`config.mk`:
```
export PLATFORM = sky130hd
export DESIGN_NAME = masked_shfrot_sequencer_flat
export DESIGN_NICKNAME = d
export VERILOG_FILES = /design/src/rtl/masked_shfrot_sequencer_if.sv /design/src/rtl/masked_shfrot_sequencer.sv /design/src/flat_wrapper.sv
export SDC_FILE = /design/constraint.sdc
export NUM_CORES = 1
export LEC_CHECK = 0
export BUFFER_PORTS_ARGS = -buffer_cell sky130_fd_sc_hd__buf_2
export CAP_MARGIN = 5
export CORE_MARGIN = 1
export CORE_UTILIZATION = 46
export DETAILED_ROUTE_END_ITERATION = 10
export GPL_TIMING_DRIVEN = 0
export PLACE_DENSITY_LB_ADDON = 0.3
export REMOVE_ABC_BUFFERS = 1
export SKIP_CTS_REPAIR_TIMING = 1
export SYNTH_ARGS = -nofsm -noshare
export SYNTH_HDL_FRONTEND = slang
export SYNTH_SLANG_ARGS = --single-unit
```
`constraint.sdc`:
```
create_clock -name clk -period 20.4 [get_ports clk]
set_input_delay 4.08 -clock clk [delete_from_list [all_inputs] [get_ports clk]]
set_output_delay 4.08 -clock clk [all_outputs]
set_load 0.01 [all_outputs]
```
`src/rtl/masked_shfrot_sequencer_if.sv`:
```
// rtl/masked_shfrot_sequencer_if.sv - request, shifter and response bundle for the masked shift/rotate sequencer
// Master is the environment (requester, shifter, response sink); slave is the sequencer.

interface masked_shfrot_sequencer_if #(
    parameter int BIT_WIDTH = 32
);
    logic                 req_valid;
    logic                 req_ready;
    logic [1:0]           req_op;
    logic [4:0]           req_shamt;
    logic [BIT_WIDTH-1:0] req_s0;
    logic [BIT_WIDTH-1:0] req_s1;
    logic [BIT_WIDTH-1:0] req_rp;
    logic [BIT_WIDTH-1:0] req_mask;

    logic                 sh_ena;
    logic                 sh_srli;
    logic                 sh_slli;
    logic                 sh_rori;
    logic [4:0]           sh_shamt;
    logic [BIT_WIDTH-1:0] sh_s0;
    logic [BIT_WIDTH-1:0] sh_s1;
    logic [BIT_WIDTH-1:0] sh_rp0;
    logic [BIT_WIDTH-1:0] sh_r0;
    logic [BIT_WIDTH-1:0] sh_r1;
    logic                 sh_ready;

    logic                 rsp_valid;
    logic                 rsp_ready;
    logic [BIT_WIDTH-1:0] rsp_r0;
    logic [BIT_WIDTH-1:0] rsp_r1;
    logic                 rsp_err;

    modport master (
        output req_valid, req_op, req_shamt, req_s0, req_s1, req_rp, req_mask,
        input  req_ready,
        input  sh_ena, sh_srli, sh_slli, sh_rori, sh_shamt, sh_s0, sh_s1, sh_rp0,
        output sh_r0, sh_r1, sh_ready,
        input  rsp_valid, rsp_r0, rsp_r1, rsp_err,
        output rsp_ready
    );

    modport slave (
        input  req_valid, req_op, req_shamt, req_s0, req_s1, req_rp, req_mask,
        output req_ready,
        output sh_ena, sh_srli, sh_slli, sh_rori, sh_shamt, sh_s0, sh_s1, sh_rp0,
        input  sh_r0, sh_r1, sh_ready,
        output rsp_valid, rsp_r0, rsp_r1, rsp_err,
        input  rsp_ready
    );
endinterface

```
`src/rtl/masked_shfrot_sequencer.sv`:
```
// rtl/masked_shfrot_sequencer.sv - sequences one masked shift/rotate through an external shifter
// Shares are never recombined here; each result share is refreshed with the captured mask.

module masked_shfrot_sequencer #(
    parameter int BIT_WIDTH = 32,
    parameter int TIMEOUT   = 4
) (
    input  logic                      clk,
    input  logic                      rst,
    masked_shfrot_sequencer_if.slave  bus
);
    typedef enum logic [1:0] {
        IDLE  = 2'd0,
        ISSUE = 2'd1,
        WAIT  = 2'd2,
        DONE  = 2'd3
    } state_t;

    localparam logic [1:0] OP_SRLI    = 2'b00;
    localparam logic [1:0] OP_SLLI    = 2'b01;
    localparam logic [1:0] OP_RORI    = 2'b10;
    localparam logic [1:0] OP_ILLEGAL = 2'b11;
    localparam logic [3:0] WAIT_LAST  = 4'(TIMEOUT - 1);

    state_t               state_q;
    logic [1:0]           op_q;
    logic [4:0]           shamt_q;
    logic [BIT_WIDTH-1:0] s0_q;
    logic [BIT_WIDTH-1:0] s1_q;
    logic [BIT_WIDTH-1:0] rp_q;
    logic [BIT_WIDTH-1:0] mask_q;
    logic [BIT_WIDTH-1:0] r0_q;
    logic [BIT_WIDTH-1:0] r1_q;
    logic                 err_q;
    logic                 valid_q;
    logic                 ena_q;
    logic                 act_q;
    logic [3:0]           cnt_q;

    logic [BIT_WIDTH-1:0] r0_d;
    logic [BIT_WIDTH-1:0] r1_d;

    // Each share is refreshed independently so the unmasked value never exists on a wire.
    assign r0_d = bus.sh_r0 ^ mask_q;
    assign r1_d = bus.sh_r1 ^ mask_q;

    always_ff @(posedge clk or posedge rst) begin
        if (rst) begin
            state_q <= IDLE;
            op_q    <= '0;
            shamt_q <= '0;
            s0_q    <= '0;
            s1_q    <= '0;
            rp_q    <= '0;
            mask_q  <= '0;
            r0_q    <= '0;
            r1_q    <= '0;
            err_q   <= 1'b0;
            valid_q <= 1'b0;
            ena_q   <= 1'b0;
            act_q   <= 1'b0;
            cnt_q   <= '0;
        end else begin
            case (state_q)
                IDLE: begin
                    if (bus.req_valid) begin
                        op_q    <= bus.req_op;
                        shamt_q <= bus.req_shamt;
                        s0_q    <= bus.req_s0;
                        s1_q    <= bus.req_s1;
                        rp_q    <= bus.req_rp;
                        mask_q  <= bus.req_mask;
                        cnt_q   <= '0;
                        if (bus.req_op == OP_ILLEGAL) begin
                            state_q <= DONE;
                            valid_q <= 1'b1;
                            err_q   <= 1'b1;
                            r0_q    <= '0;
                            r1_q    <= '0;
                        end else begin
                            state_q <= ISSUE;
                            ena_q   <= 1'b1;
                            act_q   <= 1'b1;
                        end
                    end
                end
                ISSUE: begin
                    ena_q   <= 1'b0;
                    cnt_q   <= '0;
                    state_q <= WAIT;
                end
                WAIT: begin
                    if (bus.sh_ready) begin
                        r0_q    <= r0_d;
                        r1_q    <= r1_d;
                        err_q   <= 1'b0;
                        valid_q <= 1'b1;
                        act_q   <= 1'b0;
                        state_q <= DONE;
                    end else if (cnt_q == WAIT_LAST) begin
                        // Shifter never answered: report an error with zeroed shares.
                        r0_q    <= '0;
                        r1_q    <= '0;
                        err_q   <= 1'b1;
                        valid_q <= 1'b1;
                        act_q   <= 1'b0;
                        cnt_q   <= cnt_q + 4'd1;
                        state_q <= DONE;
                    end else begin
                        cnt_q <= cnt_q + 4'd1;
                    end
                end
                DONE: begin
                    if (bus.rsp_ready) begin
                        valid_q <= 1'b0;
                        r0_q    <= '0;
                        r1_q    <= '0;
                        err_q   <= 1'b0;
                        state_q <= IDLE;
                    end
                end
                default: state_q <= IDLE;
            endcase
        end
    end

    assign bus.req_ready = (state_q == IDLE) && !rst;

    assign bus.sh_ena   = ena_q;
    assign bus.sh_srli  = act_q && (op_q == OP_SRLI);
    assign bus.sh_slli  = act_q && (op_q == OP_SLLI);
    assign bus.sh_rori  = act_q && (op_q == OP_RORI);
    assign bus.sh_shamt = act_q ? shamt_q : '0;
    assign bus.sh_s0    = act_q ? s0_q    : '0;
    assign bus.sh_s1    = act_q ? s1_q    : '0;
    assign bus.sh_rp0   = act_q ? rp_q    : '0;

    assign bus.rsp_valid = valid_q;
    assign bus.rsp_r0    = r0_q;
    assign bus.rsp_r1    = r1_q;
    assign bus.rsp_err   = err_q;
endmodule

```
`src/flat_wrapper.sv`:
```
// flat-port wrapper written by rule: the top's interface ports become plain ports
module masked_shfrot_sequencer_flat 
#(
    parameter int BIT_WIDTH = 32,
    parameter int TIMEOUT   = 4
)
  (clk, rst, bus_req_valid, bus_req_op, bus_req_shamt, bus_req_s0, bus_req_s1, bus_req_rp, bus_req_mask, bus_req_ready, bus_sh_ena, bus_sh_srli, bus_sh_slli, bus_sh_rori, bus_sh_shamt, bus_sh_s0, bus_sh_s1, bus_sh_rp0, bus_sh_r0, bus_sh_r1, bus_sh_ready, bus_rsp_valid, bus_rsp_r0, bus_rsp_r1, bus_rsp_err, bus_rsp_ready);
  masked_shfrot_sequencer_if #(.BIT_WIDTH(BIT_WIDTH)) bus_i ();
  input  logic clk;
  input  logic rst;
  input wire logic [$bits(bus_i.req_valid)-1:0] bus_req_valid;
  input wire logic [$bits(bus_i.req_op)-1:0] bus_req_op;
  input wire logic [$bits(bus_i.req_shamt)-1:0] bus_req_shamt;
  input wire logic [$bits(bus_i.req_s0)-1:0] bus_req_s0;
  input wire logic [$bits(bus_i.req_s1)-1:0] bus_req_s1;
  input wire logic [$bits(bus_i.req_rp)-1:0] bus_req_rp;
  input wire logic [$bits(bus_i.req_mask)-1:0] bus_req_mask;
  output wire logic [$bits(bus_i.req_ready)-1:0] bus_req_ready;
  output wire logic [$bits(bus_i.sh_ena)-1:0] bus_sh_ena;
  output wire logic [$bits(bus_i.sh_srli)-1:0] bus_sh_srli;
  output wire logic [$bits(bus_i.sh_slli)-1:0] bus_sh_slli;
  output wire logic [$bits(bus_i.sh_rori)-1:0] bus_sh_rori;
  output wire logic [$bits(bus_i.sh_shamt)-1:0] bus_sh_shamt;
  output wire logic [$bits(bus_i.sh_s0)-1:0] bus_sh_s0;
  output wire logic [$bits(bus_i.sh_s1)-1:0] bus_sh_s1;
  output wire logic [$bits(bus_i.sh_rp0)-1:0] bus_sh_rp0;
  input wire logic [$bits(bus_i.sh_r0)-1:0] bus_sh_r0;
  input wire logic [$bits(bus_i.sh_r1)-1:0] bus_sh_r1;
  input wire logic [$bits(bus_i.sh_ready)-1:0] bus_sh_ready;
  output wire logic [$bits(bus_i.rsp_valid)-1:0] bus_rsp_valid;
  output wire logic [$bits(bus_i.rsp_r0)-1:0] bus_rsp_r0;
  output wire logic [$bits(bus_i.rsp_r1)-1:0] bus_rsp_r1;
  output wire logic [$bits(bus_i.rsp_err)-1:0] bus_rsp_err;
  input wire logic [$bits(bus_i.rsp_ready)-1:0] bus_rsp_ready;
  assign bus_i.req_valid = bus_req_valid;
  assign bus_i.req_op = bus_req_op;
  assign bus_i.req_shamt = bus_req_shamt;
  assign bus_i.req_s0 = bus_req_s0;
  assign bus_i.req_s1 = bus_req_s1;
  assign bus_i.req_rp = bus_req_rp;
  assign bus_i.req_mask = bus_req_mask;
  assign bus_req_ready = bus_i.req_ready;
  assign bus_sh_ena = bus_i.sh_ena;
  assign bus_sh_srli = bus_i.sh_srli;
  assign bus_sh_slli = bus_i.sh_slli;
  assign bus_sh_rori = bus_i.sh_rori;
  assign bus_sh_shamt = bus_i.sh_shamt;
  assign bus_sh_s0 = bus_i.sh_s0;
  assign bus_sh_s1 = bus_i.sh_s1;
  assign bus_sh_rp0 = bus_i.sh_rp0;
  assign bus_i.sh_r0 = bus_sh_r0;
  assign bus_i.sh_r1 = bus_sh_r1;
  assign bus_i.sh_ready = bus_sh_ready;
  assign bus_rsp_valid = bus_i.rsp_valid;
  assign bus_rsp_r0 = bus_i.rsp_r0;
  assign bus_rsp_r1 = bus_i.rsp_r1;
  assign bus_rsp_err = bus_i.rsp_err;
  assign bus_i.rsp_ready = bus_rsp_ready;
  masked_shfrot_sequencer #(.BIT_WIDTH(BIT_WIDTH), .TIMEOUT(TIMEOUT)) u_core (.clk(clk), .rst(rst), .bus(bus_i));
endmodule
```
* Yosys cells after proc, flatten, opt, wreduce, memory -nomap -nowiden
Cells that the tools add are included.
** Word-level totals
- Logic and storage cells :: 82
- Bits of input ports :: 204
- Bits in registers :: 209
- Output and inout bits :: 172
** Operators by class
- Bitwise gates (word level) :: 2
- Add/subtract/negate cells :: 1
- Reductions and logical operators :: 17
- Eq/ne operators :: 13
- Mux-type cells :: 35
** Operator list (count)
- $mux W32 :: 9
- $pmux W32 S3 :: 2
- $xor A32 B32 Y32 :: 2
- $pmux W4 S3 :: 1
- $mux W1 :: 10
- $mux W2 :: 5
- $reduce_and A3 Y1 :: 3
- $eq A2 B2 Y1 const B :: 4
- $mux W4 :: 2
- $ne A2 B2 Y1 const B :: 4
- $pmux W2 S4 :: 1
- $pmux W1 S3 :: 2
- $reduce_bool A3 Y1 :: 2
- $mux W5 :: 1
- $reduce_and A5 Y1 :: 1
- $add A4 B1 Y4 const B :: 1
- $eq A2 B1 Y1 const B :: 2
- $eq A4 B2 Y1 const B :: 1
- $logic_and A1 B1 Y1 :: 4
- $logic_not A2 Y1 :: 2
- $pmux W1 S2 :: 2
- $reduce_and A4 Y1 :: 1
- $reduce_bool A2 Y1 :: 2
- $ne A3 B2 Y1 const B :: 1
- 3 further kinds :: 3

* Logic depth before layout (Yosys ltp)
- Word-level depth :: 4
- Mapped depth :: 9
- Mapped depth without buffers :: 6

* Least setup slack after synthesis
No wires, ideal clock.
- Path type :: input to output
- Start :: in rst
- End :: out bus_req_ready
- Slack :: 12062 ps
- Buffers on the path :: 0
- Cell stages on the path :: 1
- Data arrival time :: 4258 ps
- Data required time :: 16320 ps
- Cell sequence :: nor2b_1
** Between the ends
- Longest elaborated chain between the ends :: 2
** RTL lines
- start: declaration :: line flat_wrapper.sv:10 : input logic rst;
- $logic_not A1 Y1 (no line)
- $logic_and A1 B1 Y1 :: line masked_shfrot_sequencer.sv:127 : assign bus.req_ready = (state_q == IDLE) && !rst;
- end: declaration :: line flat_wrapper.sv:18 : output wire logic [$bits(bus_i.req_ready)-1:0] bus_req_ready;
No other way between the ends.

* Worst setup path in the final report
Same ends and word-level chain as after synthesis.

==> summary.md <==
| Metric | Value |
|---|---|
| Outcome | `completed` |
| Crit path time final | `8.523 ns` |
| Syn_area_per_cell | `12.45 sq um` |
| Final HPWL from detailed placement | `16,570 um` |
| Critical Path RT | `16.32 ns` |
| Initial Util | `0.4758` |
| PwrDens | `166.9 nW/um^2` |
| Leakage power total | `6.155 nW` |
| RD Place Congestion | `0.8589` |
| Max VDD drop | `0.09419 mV` |
| R2R cell count | `8` |
| Fin. Hold Viols | `0` |
| Highest clock rate | `0.1173 GHz` |
| First-pass GRT wire length | `39,030 um` |
| CTS buffer count | `23` |
| Final global-route overflow total | `0` |
| Fin Hold WS | `0.4944 ns` |
| Unrepaired setup endpoints after global routing | `no` |
| CP Launch Type | `primary input` |
| Worst Tran Pin Value | `0.9403 ns` |
| Synth area leader | `dfrtp_1` |
| Via density | `5.084` |
| Fin. max-slew vios | `0` |
| Clk buf depth | `3` |
| Post-synth top area share | `0.5557` |
| Period utilization | `0.4178` |
| Crit-path max FO | `2` |
| EDFF count, synth | `0` |
| Asr flop ratio synth | `1.000` |
| Area Overhead vs Synth | `32.81%` |
| Final nets | `1,322` |
| Worst Skew | `0.007615 ns` |
| Routed WL | `24,270 um` |
| Share of layout cells above drive strength 1 | `0.5027` |
| Total number of yosys warnings | `0` |
| Post-Synthesis Cell Area | `9412 sq um` |
| Main flop type after synthesis | `dfrtp_1` |
| Final setup viols | `0` |
| Hold path cells | `1` |
| Site Rows | `51` |
| Core Util, Final | `0.6319` |
| CTS tree | `yes` |
| DIE HEIGHT | `145.0 um` |
| DIE AREA | `21,040 sq um` |
| Largest net degree at the start of global routing | `106` |
| Initial antenna violation count | `5` |
| Core ar. | `19,780 sq um` |
| Post-synth cell types | `33` |
| Vias in the first global route | `7,440` |
| R2R Path End | `u_core.bus.rsp_r0[25]` |
| R2R Setup Slk | `17.30 ns` |
| Routed wire length per instance | `17.37 um` |
| Hold endpoint | `u_core.bus.rsp_err` |
| Max-slew headroom | `0.3709` |
| Tot GR Track Use | `0.2298` |
| Width of the chip | `145.0 um` |
| DRC | `0` |
| Top post-synthesis cells by area | `dfrtp_1 56%, mux2_2 16%, and2_1 6.8%` |
| Port bufs | `375` |
| Fin Setup TNS | `0 ns` |
| Synthesized flop and latch total | `209` |
| Max Cap Violations | `0` |
| Initial DRC count | `266` |
| Reg-to-reg critical path startpoint | `u_core.state_q[0]` |
| Vias | `7,103` |
| Latest clock arrival within the worst-skew pair | `0.50 ns` |
| DRT Pass-1 Iters | `4` |
| Min-delay worst type | `register to register` |
| TritonCTS Sinks | `209` |
| Crit Path Category | `primary input to primary output` |
| Clk slew on worst S/H paths | `0.06 ns` |
| Remaining antenna violation count after routing | `0` |
| Seq/Total Area, Yosys | `0.5557` |
| Clock Root Buffer | `clkbuf_16` |
| Critical Path AT | `4.44 ns` |
| Beginning of the worst hold path | `u_core.bus.rsp_err` |
| H-tree levels | `1` |
| IO Pins | `376` |
| CP endpoint kind | `primary output` |
| Post-synthesis cell count | `756` |
stage by stage:
stage               setup slack [ns]  area (sq um)  power [mW]  std cells
floorplan                      10.61          9164       1.278        702
global placement               8.009         11370       1.594       1342
detailed placement             11.87         11600       1.621       1351
CTS                            11.87         12490       2.108       1393
global route                   11.86         12500       2.217       1397
finish                         11.88         12500       2.087       1397
flip-flops by register name, indices dropped and copies added, names as in the netlist:
register,count
u_core.s1_q,32
u_core.bus.rsp_r0,32
u_core.bus.rsp_valid,1
u_core.op_q,2
u_core.rp_q,32
u_core.bus.rsp_r1,32
u_core.state_q,2
u_core.s0_q,32
u_core.bus.sh_ena,1
u_core.mask_q,32
u_core.cnt_q,4
u_core.shamt_q,5
u_core.act_q,1
u_core.bus.rsp_err,1
worst max-delay path, stage by stage:
cell and delay [ns]:
buf_2 0.14, nor2b_1 0.10, buf_2 0.13
Yosys cell counts, drive strengths merged (4+ instances only):
cell / n
dfrtp: 209
mux2: 135
inv: 6
o21ai: 70
a21oi: 5
nand2: 10
clkbuf: 47
xnor2: 64
ha: 7
buf: 7
o31ai: 65
and2: 102
nor2: 4
nor2b: 4
placed cells by master (no fill, tap or decap), types with 2 or more instances in the layout:
| cell | count |
|---|---|
| o31ai_1 | 65 |
| nand2b_1 | 2 |
| clkbuf_16 | 23 |
| ha_1 | 7 |
| nor2_1 | 4 |
| clkbuf_8 | 6 |
| buf_16 | 4 |
| nand2_1 | 8 |
| diode_2 | 4 |
| and2_1 | 102 |
| and3b_1 | 2 |
| bufinv_16 | 6 |
| inv_6 | 2 |
| clkbuf_1 | 2 |
| mux2_2 | 135 |
| o21ai_0 | 70 |
| inv_1 | 5 |
| clkinv_4 | 2 |
| nor2b_1 | 4 |
| buf_2 | 375 |
| xnor2_1 | 64 |
| dfrtp_1 | 208 |
| buf_12 | 5 |
| a21oi_1 | 5 |
final cells by class:
cell class,instances,area (sq um)
Fill cell,1592,7282
Sequential cell,209,5231
Multi-Input combinational cell,487,3924
Timing Repair Buffer,384,2087
Clock buffer,31,665.6
Tap cell,265,331.6
Clock inverter,11,220.2
Inverter,6,30.03
Antenna cell,4,10.01
cell families (layout without fill, tap and decap cells):
family,after synthesis,count (layout),synth area share
AO/OA/AOI/OAI,150,150,0.1008
buffers and inverters,60,432,0.02871
adder cells (fa/ha/maj),7,7,0.009306
multiplexers,135,135,0.1615
other,0,4,0
AND/OR/NAND/NOR,131,131,0.08442
flip-flops,209,209,0.5557
XOR/XNOR,64,64,0.05956
power by group:
group / switching, mW / internal (mW) / total [mW]
clock: 0.170 / 0.306 / 0.476
sequential: 0.128 / 0.621 / 0.749
combinational: 0.442 / 0.420 / 0.862
worst max-delay path by stage:
stage                     startpoint         endpoint  depth (start not counted)
final                            rst    bus_req_ready                          3
after CTS                        rst    bus_req_ready                          3
after global placement           rst  u_core.rp_q[26]                          2
after global routing             rst    bus_req_ready                          3
after detailed placement         rst    bus_req_ready                          3
after floorplan                  rst     u_core.act_q                          1
per-layer routing:
layer  up-vias  wire [um]  track usage
li1       3341          -            -
met5         -          8            0
met4         2       1341       0.1223
met1      3414       9586       0.2801
met3        84       1274      0.04245
met2       262      12060       0.3868
Power figures use the tool's default switching activity.
